## src/rtl/btn_debounce_pulser.sv

```systemverilog
// btn_debounce_pulser: conditions one raw push-button into a debounced level
// plus single-cycle press/release pulses, with optional auto-repeat presses
// while the button is held. Single 20 MHz clock domain.
module btn_debounce_pulser #(
    parameter int   parm_debounce_cycles      = 20000,
    parameter logic parm_repeat_enable        = 1'b0,
    parameter int   parm_repeat_delay_cycles  = 10000000,
    parameter int   parm_repeat_period_cycles = 4000000
) (
    input  logic i_clk_20mhz,
    input  logic i_rst_20mhz,
    input  logic i_btn_raw,
    output logic o_btn_deb,
    output logic o_btn_press,
    output logic o_btn_release
);

    localparam logic [23:0] DEB_N = 24'(parm_debounce_cycles);
    localparam logic [23:0] DLY_N = 24'(parm_repeat_delay_cycles);
    localparam logic [23:0] PER_N = 24'(parm_repeat_period_cycles);

    typedef enum logic [1:0] {
        ST_IDLE,
        ST_PRESS_WAIT,
        ST_HELD,
        ST_RELEASE_WAIT
    } state_t;

    state_t      state, state_nxt;
    logic        btn_meta, s_btn_sync;
    logic [23:0] deb_cnt, deb_cnt_nxt;
    logic [23:0] rpt_cnt, rpt_cnt_nxt;
    logic        rpt_phase, rpt_phase_nxt;
    logic        deb_nxt, press_nxt, rel_nxt;
    logic [23:0] deb_inc, rpt_inc;
    logic        deb_done, rpt_hit;

    // Counters transition at equality, so they never reach their wrap point.
    assign deb_inc  = deb_cnt + 24'd1;
    assign rpt_inc  = rpt_cnt + 24'd1;
    assign deb_done = (deb_inc == DEB_N);
    // First repeat waits the long delay, later ones the shorter period.
    assign rpt_hit  = (rpt_inc == (rpt_phase ? PER_N : DLY_N));

    // Two-flop synchronizer for the asynchronous button input.
    always_ff @(posedge i_clk_20mhz or posedge i_rst_20mhz) begin
        if (i_rst_20mhz) begin
            btn_meta   <= 1'b0;
            s_btn_sync <= 1'b0;
        end else begin
            btn_meta   <= i_btn_raw;
            s_btn_sync <= btn_meta;
        end
    end

    // State, counters and registered outputs.
    always_ff @(posedge i_clk_20mhz or posedge i_rst_20mhz) begin
        if (i_rst_20mhz) begin
            state         <= ST_IDLE;
            deb_cnt       <= 24'd0;
            rpt_cnt       <= 24'd0;
            rpt_phase     <= 1'b0;
            o_btn_deb     <= 1'b0;
            o_btn_press   <= 1'b0;
            o_btn_release <= 1'b0;
        end else begin
            state         <= state_nxt;
            deb_cnt       <= deb_cnt_nxt;
            rpt_cnt       <= rpt_cnt_nxt;
            rpt_phase     <= rpt_phase_nxt;
            o_btn_deb     <= deb_nxt;
            o_btn_press   <= press_nxt;
            o_btn_release <= rel_nxt;
        end
    end

    // Next-state and counter update.
    always_comb begin
        state_nxt     = state;
        deb_cnt_nxt   = deb_cnt;
        rpt_cnt_nxt   = rpt_cnt;
        rpt_phase_nxt = rpt_phase;
        case (state)
            ST_IDLE: begin
                if (s_btn_sync) begin
                    state_nxt   = ST_PRESS_WAIT;
                    deb_cnt_nxt = 24'd1;
                end
            end
            ST_PRESS_WAIT: begin
                if (!s_btn_sync) begin
                    state_nxt   = ST_IDLE;
                    deb_cnt_nxt = 24'd0;
                end else if (deb_done) begin
                    state_nxt     = ST_HELD;
                    deb_cnt_nxt   = 24'd0;
                    rpt_cnt_nxt   = 24'd0;
                    rpt_phase_nxt = 1'b0;
                end else begin
                    deb_cnt_nxt = deb_inc;
                end
            end
            ST_HELD: begin
                if (!s_btn_sync) begin
                    state_nxt   = ST_RELEASE_WAIT;
                    deb_cnt_nxt = 24'd1;
                end else if (parm_repeat_enable) begin
                    if (rpt_hit) begin
                        rpt_cnt_nxt   = 24'd0;
                        rpt_phase_nxt = 1'b1;
                    end else begin
                        rpt_cnt_nxt = rpt_inc;
                    end
                end
            end
            ST_RELEASE_WAIT: begin
                // Repeat counter and phase are kept so a release glitch
                // does not restart the repeat schedule.
                if (s_btn_sync) begin
                    state_nxt   = ST_HELD;
                    deb_cnt_nxt = 24'd0;
                end else if (deb_done) begin
                    state_nxt     = ST_IDLE;
                    deb_cnt_nxt   = 24'd0;
                    rpt_cnt_nxt   = 24'd0;
                    rpt_phase_nxt = 1'b0;
                end else begin
                    deb_cnt_nxt = deb_inc;
                end
            end
            default: state_nxt = ST_IDLE;
        endcase
    end

    // Next output values; level changes only alongside a pulse.
    always_comb begin
        deb_nxt   = o_btn_deb;
        press_nxt = 1'b0;
        rel_nxt   = 1'b0;
        case (state)
            ST_PRESS_WAIT: begin
                if (s_btn_sync && deb_done) begin
                    deb_nxt   = 1'b1;
                    press_nxt = 1'b1;
                end
            end
            ST_HELD: begin
                if (s_btn_sync && parm_repeat_enable && rpt_hit)
                    press_nxt = 1'b1;
            end
            ST_RELEASE_WAIT: begin
                if (!s_btn_sync && deb_done) begin
                    deb_nxt = 1'b0;
                    rel_nxt = 1'b1;
                end
            end
            default: ;
        endcase
    end

endmodule

```

## config.mk

```make
export PLATFORM = sky130hd
export DESIGN_NAME = btn_debounce_pulser
export DESIGN_NICKNAME = d
export VERILOG_FILES = /design/src/rtl/btn_debounce_pulser.sv
export SDC_FILE = /design/constraint.sdc
export NUM_CORES = 1
export LEC_CHECK = 0
export BUFFER_PORTS_ARGS = -buffer_cell sky130_fd_sc_hd__buf_4
export CORE_MARGIN = 2
export CORE_UTILIZATION = 34
export CTS_CLUSTER_DIAMETER = 30
export DETAILED_ROUTE_END_ITERATION = 8
export GPL_TIMING_DRIVEN = 0
export PLACE_DENSITY = 0.53
export SKIP_CTS_REPAIR_TIMING = 1
export SLEW_MARGIN = 5
export SYNTH_ARGS = -nofsm -noshare
export SYNTH_HDL_FRONTEND = slang
export SYNTH_SLANG_ARGS = --single-unit
export TNS_END_PERCENT = 5
```

## constraint.sdc

```tcl
create_clock -name i_clk_20mhz -period 2.2 [get_ports i_clk_20mhz]
set_input_delay 0.44 -clock i_clk_20mhz [delete_from_list [all_inputs] [get_ports i_clk_20mhz]]
set_output_delay 0.44 -clock i_clk_20mhz [all_outputs]
set_load 0.005 [all_outputs]
```

# ---- Word level (Yosys, flattened, before mapping)
# Index checks and enable logic that the tools add are counted.
dict set report word_totals {
  inputBits 3
  regBits 31
  wordCells 46
  out_inout_bits 3
}
dict set report classes {
  eq_ne 10
  n_mux 20
  reduce_logical 8
  n_addsub 1
}
# op n
set ops {}
lappend ops {{$mux W24} 5}
lappend ops {{$pmux W24 S4} 1}
lappend ops {{$add A24 B1 Y24 const B} 1}
lappend ops {{$eq A24 B15 Y1 const B} 1}
lappend ops {{$mux W2} 6}
lappend ops {{$ne A2 B2 Y1 const B} 4}
lappend ops {{$pmux W2 S4} 1}
lappend ops {{$mux W1} 6}
lappend ops {{$ne A3 B3 Y1 const B} 2}
lappend ops {{$eq A2 B2 Y1 const B} 2}
lappend ops {{$reduce_and A4 Y1} 1}
lappend ops {{$reduce_and A3 Y1} 1}
lappend ops {{$eq A2 B1 Y1 const B} 1}
lappend ops {{$logic_and A1 B1 Y1} 2}
lappend ops {{$logic_not A2 Y1} 1}
lappend ops {{$pmux W1 S2} 1}
lappend ops {{$reduce_and A2 Y1} 1}
lappend ops {{$reduce_bool A2 Y1} 1}
lappend ops {{$logic_not A1 Y1} 1}

# ---- Longest topological paths before layout
# Gate-level depths: netlist of the first run.
dict set report logic_depth {
  depth_word 5
  mapped_depth 10
  depth_no_buf 9
}

# ---- Least setup slack after synthesis of the first run
# OpenSTA, ideal clock, no wires.
dict set report synth_timing {
  path_kind {reg2reg}
  start {register deb_cnt[0]}
  end {register deb_cnt[10]}
  setup_slack_ns -0.239
  path_stages_with_launch 10
  t_arrival_ns 2.318
  required_time_ns 2.079
  n_path_buf 1
  period_less_slack_ns 2.439
  setup_ns 0.121
  cell_sequence {dfrtp_1 -> ha_1 -> nand3_2 -> nor4b_2 -> o211ai_1 -> a221o_1 -> nor3_4 -> a21oi_4 -> buf_6 -> a22o_1}
}
dict set report synth_between {
  elab_chain_len 5
  elab_cells_between_ends 6
  classes_between {add/sub: 1; eq/ne: 1; mux: 4}
}
# item line
set synth_rtl {}
lappend synth_rtl {{start: declaration} 31} ;# logic [23:0] deb_cnt, deb_cnt_nxt;
lappend synth_rtl {{start signal: assignment} 68} ;# deb_cnt <= deb_cnt_nxt;
lappend synth_rtl {{$add A24 B1 Y24 (*)} 39} ;# assign deb_inc = deb_cnt + 24'd1;
lappend synth_rtl {{$eq A24 B15 Y1} 41} ;# assign deb_done = (deb_inc == DEB_N);
lappend synth_rtl {{$mux W24 (*)} {94, 122}}
lappend synth_rtl {{$mux W24, on equally long branches} {119, 91}}
lappend synth_rtl {{$pmux W24 S4 (*)} 83} ;# case (state)
# Every way passes the cells marked *; elsewhere a longest branch is shown, timed or not.
# A chain may end at the register's enable or synchronous reset.

# ---- Worst setup path after layout of the first run
dict set report layout_timing {
  start {register deb_cnt[0]}
  end {register deb_cnt[7]}
}
# Same word-level chain as after synthesis.

==> impl_metrics.toml, run 1 <==
[status]
status = "finished with violations"
violations = "negative setup slack"

[setup_path]
crit_path_top_delay_cell = "dfrtp_2"
path_cells = "ha_4 > nand3_4 > nor4b_2 > o211ai_1 > a221o_1 > nor3_4 > a21oi_4 > buf_6 > o21ai_0 > o21ai_0"
rr_startpoint = "deb_cnt[0]"
cp-start-kind = "flip-flop"
cp_max_fo = 6
max_stage_delay_ps = 460
crit_start = "deb_cnt[0]"
critPathKind = "flip-flop to flip-flop"
worstPathArrival_ps = 2660
crit_top_cell = "o21ai_0"
crit_family = "compound AO/OA/AOI/OAI gates"
rr_worst_depth = 10
reg2reg_slack_ps = -310
cp.required_ps = 2340
r2r_end = "deb_cnt[7]"
cp-end-kind = "flip-flop"
crit_buf_inv = 1

[sta]
min_period_ps = 2510
clock-skew-final_ps = 5.79
slew_headroom_pct = 55.4
rsz0062_at_grt = "true"
fin_crit_sh_pct = 114
hold_viol = 0
max_freq_mhz = 398
drv_slew = 0
setup_violations = 19
fin_ws_ps = -312
tightest_slew_ps = 669

[min_path]
hold_path_class = "input port to asynchronous set/reset pin"

[placed_design]
place.detailed.hpwl_mm = 3.52
dpl_worst_slack_ps = -432
gp_congestion = 0.813
placed_area_um2 = 2250
dp.cells = 317
io_buffer_count = 5

[synthesis]
synthArstFlopShare_pct = 100
syn_area_per_cell_um2 = 8.68
synth_seq_area_share_pct = 37.7
yosysMostFrequentCell = "nand2_1"
syn_inst = 237
synthTopCellsByCount = "nand2_1 (35), dfrtp_1 (31), o21ai_0 (22)"
synthFlopType = "dfrtp_1"
synth_edf_count = 0
synth_top_cell_by_area = "dfrtp_1"
netlist.area_leader.share_pct = 37.7
synth_area_leaders = "dfrtp_1 (38%), nand2_1 (6.4%), o21ai_0 (5.3%), nand3_1 (4.4%), nand4_1 (2.7%)"
synth_seq_cells = 31
syn_area_um2 = 2060
synth_nets = 241
yosys_warnings = 0
synth_cell_types = 56

[cts]
cts_tree = "yes"
path_clk_slew_ps = 70
clockBufferDepth = 2
cts_made_buffers = 5
cts.sinks = 31
htree_levels = 2
root_buffer = "clkbuf_8"
clk_latency_ps = 290

[cells_and_area]
fillers = 573
finalNetCount = 274
layout.cells.non_filler = 346
drive_gt1_share_pct = 29.5
fin_area_um2 = 2610
fin_util_pct = 44.3
area_delta_synth_final_pct = 26.7
diodes = 0

[routing]
num_vias = 1850
drt_iter0_drc = 80
ant_nets = 0
routed_wl_mm = 5.46
wire_per_inst_um = 15.8
route.detailed.drc = 0
vias_per_cell = 5.35
first_pass_iters = 4

[power]
pwr_density_cell_nw_per_um2 = 502
ir_drop_mv = 0.302
leakage_uw = 0.00111

[global_route]
grt_usage_pct = 16.9
grt_pass1_vias = 1653
overflow = 0
antenna_found_initial = 0
grt_max_degree = 32
grt_pass1_wl_mm = 8.29

[floorplan]
initial_core_util_pct = 35.0
chipWidth_um = 81.8
pin_count = 6
rows = 28
die_y_um = 81.8
design.core.area_um2 = 5890
dieArea_um2 = 6690

[run]
maxCapViolations = 0
-- worst max path at each step --
| stage | end | slack (ps) | cells past startpoint |
|---|---|---|---|
| 5_1_grt | deb_cnt[13] | -400 | 10 |
| 3_5_place_dp | deb_cnt[13] | -430 | 9 |
| 3_3_place_gp | deb_cnt[13] | -450 | 9 |
| 6_report | deb_cnt[7] | -310 | 10 |
| 2_1_floorplan | deb_cnt[10] | 0.3 | 8 |
| 4_1_cts | deb_cnt[13] | -450 | 9 |
-- area by class of cell --
| cell class | instances | area, um^2 | share of cell area [%] |
|---|---|---|---|
| inverters | 6 | 22.5 | 0.864 |
| clock buffers | 6 | 82.6 | 3.17 |
| repair buffers | 25 | 215 | 8.25 |
| plain buffers | 13 | 87.6 | 3.36 |
| clock inverters | 2 | 35.0 | 1.34 |
| multi-input cells | 188 | 1290 | 49.5 |
| well taps | 75 | 93.8 | 3.60 |
| flip-flops and latches | 31 | 781 | 29.9 |
-- metal layers --
metal  vias to the layer above  wire length, um  GRT usage [%]
li1                        947                -              -
met1                       872             2600           22.7
met2                        25             2610           25.9
met3                         6              143           3.41
met4                         0               96           8.17
met5                         -                0              0
-- state kept, by name (all words and copies together), names as in the netlist, named ones only --
| register | count |
|---|---|
| o_btn_press | 1 |
| state | 1 |
| deb_cnt | 24 |
| s_btn_sync | 1 |
| btn_meta | 1 |
| o_btn_release | 1 |
| o_btn_deb | 1 |
-- per-stage QoR --
step | setup TNS, ps | hold WS [ps] | total power, uW
after detailed placement | -6720 | 341 | 702
after floorplan | 0 | 331 | 672
after global routing | -6850 | 243 | 1360
after global placement | -6950 | 332 | 701
final | -4810 | 247 | 1310
after CTS | -7090 | 241 | 1300
-- where the power goes --
part	internal (uW)	total, uW	switching, uW
clock network	366	598	231
logic	49.3	116	66.8
registers	580	595	15.5
-- cell usage in the layout, fill, tap and decap left out, types with 4 or more instances in the layout --
cell / Yosys / layout
clkbuf_8: 0 / 6
buf_2: 6 / 4
nand2_1: 35 / 35
o21ai_0: 22 / 20
clkbuf_1: 4 / 4
buf_6: 1 / 8
dfrtp_1: 31 / 27
mux2i_1: 5 / 5
nor3_1: 4 / 4
xnor2_1: 4 / 4
nand3_1: 18 / 17
buf_4: 2 / 21
and4_1: 5 / 4
or3_1: 6 / 6
dfrtp_2: 0 / 4
a21oi_1: 10 / 8
nand4_1: 9 / 9
inv_1: 6 / 5
nor2_1: 12 / 11
-- kinds of logic (layout without fill, tap and decap cells) --
kind of cell	count (synthesis)	in the layout	share of synthesized area [%]
and+or+nand+nor	120	120	34.5
DFF	31	31	37.7
buffers and inverters	19	52	4.56
xor gates and xnor gates	5	5	2.13
adders and majority gates	1	1	0.608
AOI/OAI and AO/OA	55	56	17.5
muxes	6	6	2.98
No activity file was read; power rests on OpenSTA's default activity.
==> run 2: changes to the inputs <==
--- a/config.mk
+++ b/config.mk
@@ -8,10 +8,12 @@
 export BUFFER_PORTS_ARGS = -buffer_cell sky130_fd_sc_hd__buf_4
 export CORE_MARGIN = 2
 export CORE_UTILIZATION = 34
+export CTS_BUF_LIST = sky130_fd_sc_hd__clkbuf_16
 export CTS_CLUSTER_DIAMETER = 30
 export DETAILED_ROUTE_END_ITERATION = 8
 export GPL_TIMING_DRIVEN = 0
 export PLACE_DENSITY = 0.53
+export RECOVER_POWER = 50
 export SKIP_CTS_REPAIR_TIMING = 1
 export SLEW_MARGIN = 5
 export SYNTH_ARGS = -nofsm -noshare
==> run 2 against run 1 <==
  * The run still ends with negative setup slack left
  * Sequential share of layout area decreased by 0.52 points
  * Final area increased by 1.8%
  * Critical path depth unchanged
  * Clock power increased by 30%
  * Die area unchanged
  * Final cell count unchanged
  * Flip-flop and latch count unchanged
  * Largest power group unchanged
  * Highest routed layer unchanged
==> impl_metrics.toml, run 2 (same netlist as run 1, synthesis figures left out) <==
[routing]
num_vias = 1865
wire_per_inst_um = 15.9
ant_nets = 0
routed_wl_mm = 5.49
drt_iter0_drc = 97
vias_per_cell = 5.39
route.detailed.drc = 0
first_pass_iters = 4

[placed_design]
gp_congestion = 0.813
place.detailed.hpwl_mm = 3.52
io_buffer_count = 5

[sta]
drv_slew = 0
clock-skew-final_ps = 3.91
hold_viol = 0
fin_crit_sh_pct = 112
slew_headroom_pct = 20.1
rsz0062_at_grt = "true"
fin_ws_ps = -271
max_freq_mhz = 405
whs_ps = 288
min_period_ps = 2470
setup_violations = 19
tightest_slew_ps = 1200

[global_route]
antenna_found_initial = 0
grt_max_degree = 32
grt_pass1_vias = 1644
grt_usage_pct = 16.9
overflow = 0
grt_pass1_wl_mm = 8.27

[status]
status = "finished with violations"
violations = "negative setup slack"

[setup_path]
cp-end-kind = "flip-flop"
worstPathArrival_ps = 2630
critPathKind = "flip-flop to flip-flop"
cp-start-kind = "flip-flop"
cp_max_fo = 6
cp.required_ps = 2360

[power]
ir_drop_mv = 0.327
pwr_density_cell_nw_per_um2 = 562
leakage_uw = 0.00113
total_power_uw = 1490

[cts]
cts.sinks = 31
root_buffer = "clkbuf_16"
clk_latency_ps = 280
htree_levels = 2
cts_made_buffers = 5
cts_tree = "yes"
clockBufferDepth = 2
path_clk_slew_ps = 50

[floorplan]
design.core.area_um2 = 5890
die_y_um = 81.8
chipWidth_um = 81.8
initial_core_util_pct = 35.0
rows = 28
pin_count = 6
dieArea_um2 = 6690

[cells_and_area]
area_delta_synth_final_pct = 28.9
final_common_cell = "nand2_1"
fin_util_pct = 45.1
regMostFlops = "deb_cnt"
register_area_um2 = 781
finalNetCount = 274
drive_gt1_share_pct = 28.8
layout_common_cells = "nand2_1 (35), dfrtp_1 (27), o21ai_0 (20), buf_4 (19), nand3_1 (17)"
diodes = 0
largest_reg_flops = 24
multiInputGateArea_um2 = 1290
fillers = 570

[min_path]
hold_path_class = "input port to flip-flop"

[run]
maxCapViolations = 0
==> run 2: cell types whose count changed in the layout (fill, tap and decap cells not counted) <==
cell	before	now
clkbuf_8	6	0
clkbuf_16	0	5
buf_4	21	19
clkbuf_4	0	2
clkinv_1	0	1
inv_1	5	6
inv_2	1	0
==> run 2: cell type report <==
type | instances | share of cell area, %
plain buffers | 13 | 3.30
repair buffers | 25 | 8.11
clock inverters | 3 | 1.46
clock buffers | 5 | 4.71
well taps | 75 | 3.54
inverters | 6 | 0.849
flip-flops and latches | 31 | 29.4
multi-input cells | 188 | 48.6
==> run 2: routing by layer <==
metal / vias to the layer above / GRT usage, % / part of all wire [%]
li1: 948 / - / -
met1: 887 / 23.0 / 46
met2: 24 / 25.9 / 49
met3: 6 / 2.97 / 2.7
met4: 0 / 8.00 / 1.7
met5: - / 0 / 0
==> run 2: worst paths after layout <==
kind | cells past startpoint | slack [ps] | start | endpoint
max reg2reg | 10 | -270 | deb_cnt[0] | deb_cnt[5]
max | 10 | -270 | deb_cnt[0] | deb_cnt[5]
min reg2reg | 0 | 350 | btn_meta | s_btn_sync
max in group asynchronous | 2 | 910 | i_rst_20mhz | deb_cnt[6]
min in group asynchronous | 2 | 490 | i_rst_20mhz | deb_cnt[21]
min | 1 | 290 | i_btn_raw | btn_meta
==> run 2: worst max-delay path: stages (launching register included) <==
cell,delay [ps]
dfrtp_2,450
ha_4,200
nand3_4,100
nor4b_2,230
o211ai_1,110
a221o_1,420
nor3_4,330
a21oi_4,160
buf_4,160
a21oi_1,120
o21ai_1,70
==> run 2: metrics by stage <==
stage	instances	worst slack [ps]	setup TNS, ps	cell area [um^2]
3_3_place_gp	317	-452	-6950	2250
3_5_place_dp	317	-432	-6720	2250
2_1_floorplan	237	0.253	0	2120
6_report	346	-271	-4110	2650
5_1_grt	346	-375	-6460	2650
4_1_cts	325	-449	-7060	2420
==> run 2: power breakdown <==
part | switching [uW] | internal (uW) | total, uW
combinational | 66.8 | 49.0 | 116
sequential | 15.4 | 581 | 596
clock | 252 | 527 | 779
==> run 3: changes to the inputs <==
--- a/config.mk
+++ b/config.mk
@@ -6,6 +6,7 @@
 export NUM_CORES = 1
 export LEC_CHECK = 0
 export BUFFER_PORTS_ARGS = -buffer_cell sky130_fd_sc_hd__buf_4
+export CORE_ASPECT_RATIO = 1.75
 export CORE_MARGIN = 2
 export CORE_UTILIZATION = 34
 export CTS_BUF_LIST = sky130_fd_sc_hd__clkbuf_16
@@ -15,7 +16,6 @@
 export PLACE_DENSITY = 0.53
 export RECOVER_POWER = 50
 export SKIP_CTS_REPAIR_TIMING = 1
-export SLEW_MARGIN = 5
 export SYNTH_ARGS = -nofsm -noshare
 export SYNTH_HDL_FRONTEND = slang
 export SYNTH_SLANG_ARGS = --single-unit
==> run 3 against run 2 <==
  * The run still ends with negative setup slack left
  * Clock power up 0.6%
  * Largest power group unchanged
  * Final area down 1.7%
  * Critical path type unchanged
  * Maximum frequency down 1.2%
  * Clock skew about the same
  * Register-to-register slack worse by 30 ps
  * Critical endpoint is now deb_cnt[17]
==> impl_metrics.toml, run 3 (same netlist as run 1, synthesis figures left out) <==
[status]
status = "finished with violations"
violations = "negative setup slack"

[power]
ir_drop_mv = 0.316
total_power_uw = 1500
pwr_density_cell_nw_per_um2 = 574
leakage_uw = 0.00107

[routing]
wire_per_inst_um = 16.2
vias_per_cell = 5.47
first_pass_iters = 4
routed_wl_mm = 5.56
route.detailed.drc = 0
drt_iter0_drc = 66
ant_nets = 0
num_vias = 1875
wl_met1_mm = 2.24
routed.top_layer = "met4"
wl_met2_mm = 3.03
wl_met3_um = 98

[setup_path]
path_cells = "buf_6 > and2_4 > nor4b_2 > o211ai_1 > a221o_1 > nor3_4 > a21oi_4 > buf_4 > a21oi_1 > mux2i_1"
rr_startpoint = "deb_cnt[1]"
critPathKind = "flip-flop to flip-flop"
cp_max_fo = 6
cp-start-kind = "flip-flop"
rr_worst_depth = 10
setup.worst_path.end = "deb_cnt[17]"
max_stage_delay_ps = 430
crit_start = "deb_cnt[1]"
cp.required_ps = 2350
worstPathArrival_ps = 2650
cp-end-kind = "flip-flop"
crit_path_top_delay_cell = "dfrtp_2"
reg2reg_slack_ps = -300
r2r_end = "deb_cnt[17]"

[sta]
tightest_slew_ps = 1240
setup_violations = 20
min_period_ps = 2500
fin_crit_sh_pct = 114
fin_ws_ps = -300
max_freq_mhz = 400
drv_slew = 0
whs_ps = 93.1
rsz0062_at_grt = "true"
clock-skew-final_ps = 4.11
slew_headroom_pct = 17.6
hold_viol = 0

[cts]
cts_tree = "yes"
clk_latency_ps = 280
root_buffer = "clkbuf_16"
cts.sinks = 31
cts_made_buffers = 5
path_clk_slew_ps = 60
clockBufferDepth = 2
htree_levels = 2

[floorplan]
rows = 37
pin_count = 6
initial_core_util_pct = 35.0
chipWidth_um = 62.8
design.core.area_um2 = 5880
die_y_um = 107
dieArea_um2 = 6720

[global_route]
overflow = 0
grt_pass1_vias = 1788
grt_usage_pct = 17.1
grt_max_degree = 32
antenna_found_initial = 0
grt_pass1_wl_mm = 8.90

[cells_and_area]
layout_common_cells = "nand2_1 (35), dfrtp_1 (27), o21ai_0 (17), buf_4 (16), nand3_1 (16)"
diodes = 0
drive_gt1_share_pct = 27.5
largest_reg_flops = 24
regMostFlops = "deb_cnt"
area_delta_synth_final_pct = 26.7
finalNetCount = 268
final_common_cell = "nand2_1"

[run]
maxCapViolations = 0

[placed_design]
io_buffer_count = 5
gp_congestion = 0.841
place.detailed.hpwl_mm = 3.76

[min_path]
hold_path_class = "input port to asynchronous set/reset pin"
run 3: cell types whose count changed in the layout (fill, tap and decap cells not counted), moves of 3 or more:
cell,before,now
buf_2,4,1
buf_4,19,16
o21ai_0,20,17
o21ai_1,3,6
run 3: worst max-delay path, delay by kind of cell (launching register included):
kind	cells	cell delay, ps
AO/OA/AOI/OAI	4	800
multiplexers	1	90
flip-flops	1	430
buffers and inverters	2	300
AND/OR/NAND/NOR	3	770
run 3: where the power goes:
part / switching, uW / internal, uW / total, uW
Combinational: 71.3 / 49.7 / 121
Clock: 256 / 528 / 784
Sequential: 10.3 / 580 / 591
run 3: how the worst min path moves through the flow:
stage | to | slack (ps) | start
2_1_floorplan | s_btn_sync | 330 | btn_meta
3_3_place_gp | s_btn_sync | 330 | btn_meta
3_5_place_dp | s_btn_sync | 340 | btn_meta
4_1_cts | btn_meta | 270 | i_btn_raw
5_1_grt | btn_meta | 120 | i_rst_20mhz
6_report | deb_cnt[21] | 90 | i_rst_20mhz
run 3: metal layers:
layer	up-vias	GRT usage, %
met4	0	9.68
met3	13	2.20
met5	-	0
met1	901	19.6
met2	31	30.3
li1	930	-
run 3: per-stage QoR:
step | util (%) | setup slack, ps | TNS (ps) | cell area (um^2) | cells
2_1_floorplan | - | 0.253 | 0 | 2120 | 237
3_3_place_gp | 38.4 | -445 | -7170 | 2260 | 320
3_5_place_dp | 38.4 | -471 | -7580 | 2260 | 320
4_1_cts | 41.2 | -491 | -7950 | 2420 | 328
5_1_grt | 44.3 | -379 | -6750 | 2610 | 343
6_report | 44.3 | -300 | -4520 | 2610 | 343
run 3: final cells by class:
type                    instances  area, um^2
flip-flops and latches         31         781
multi-input cells             188        1300
repair buffers                 19         150
inverters                       6        22.5
plain buffers                  13        95.1
fillers                       594        3270
well taps                      78        97.6
clock buffers                   5         125
clock inverters                 3        38.8
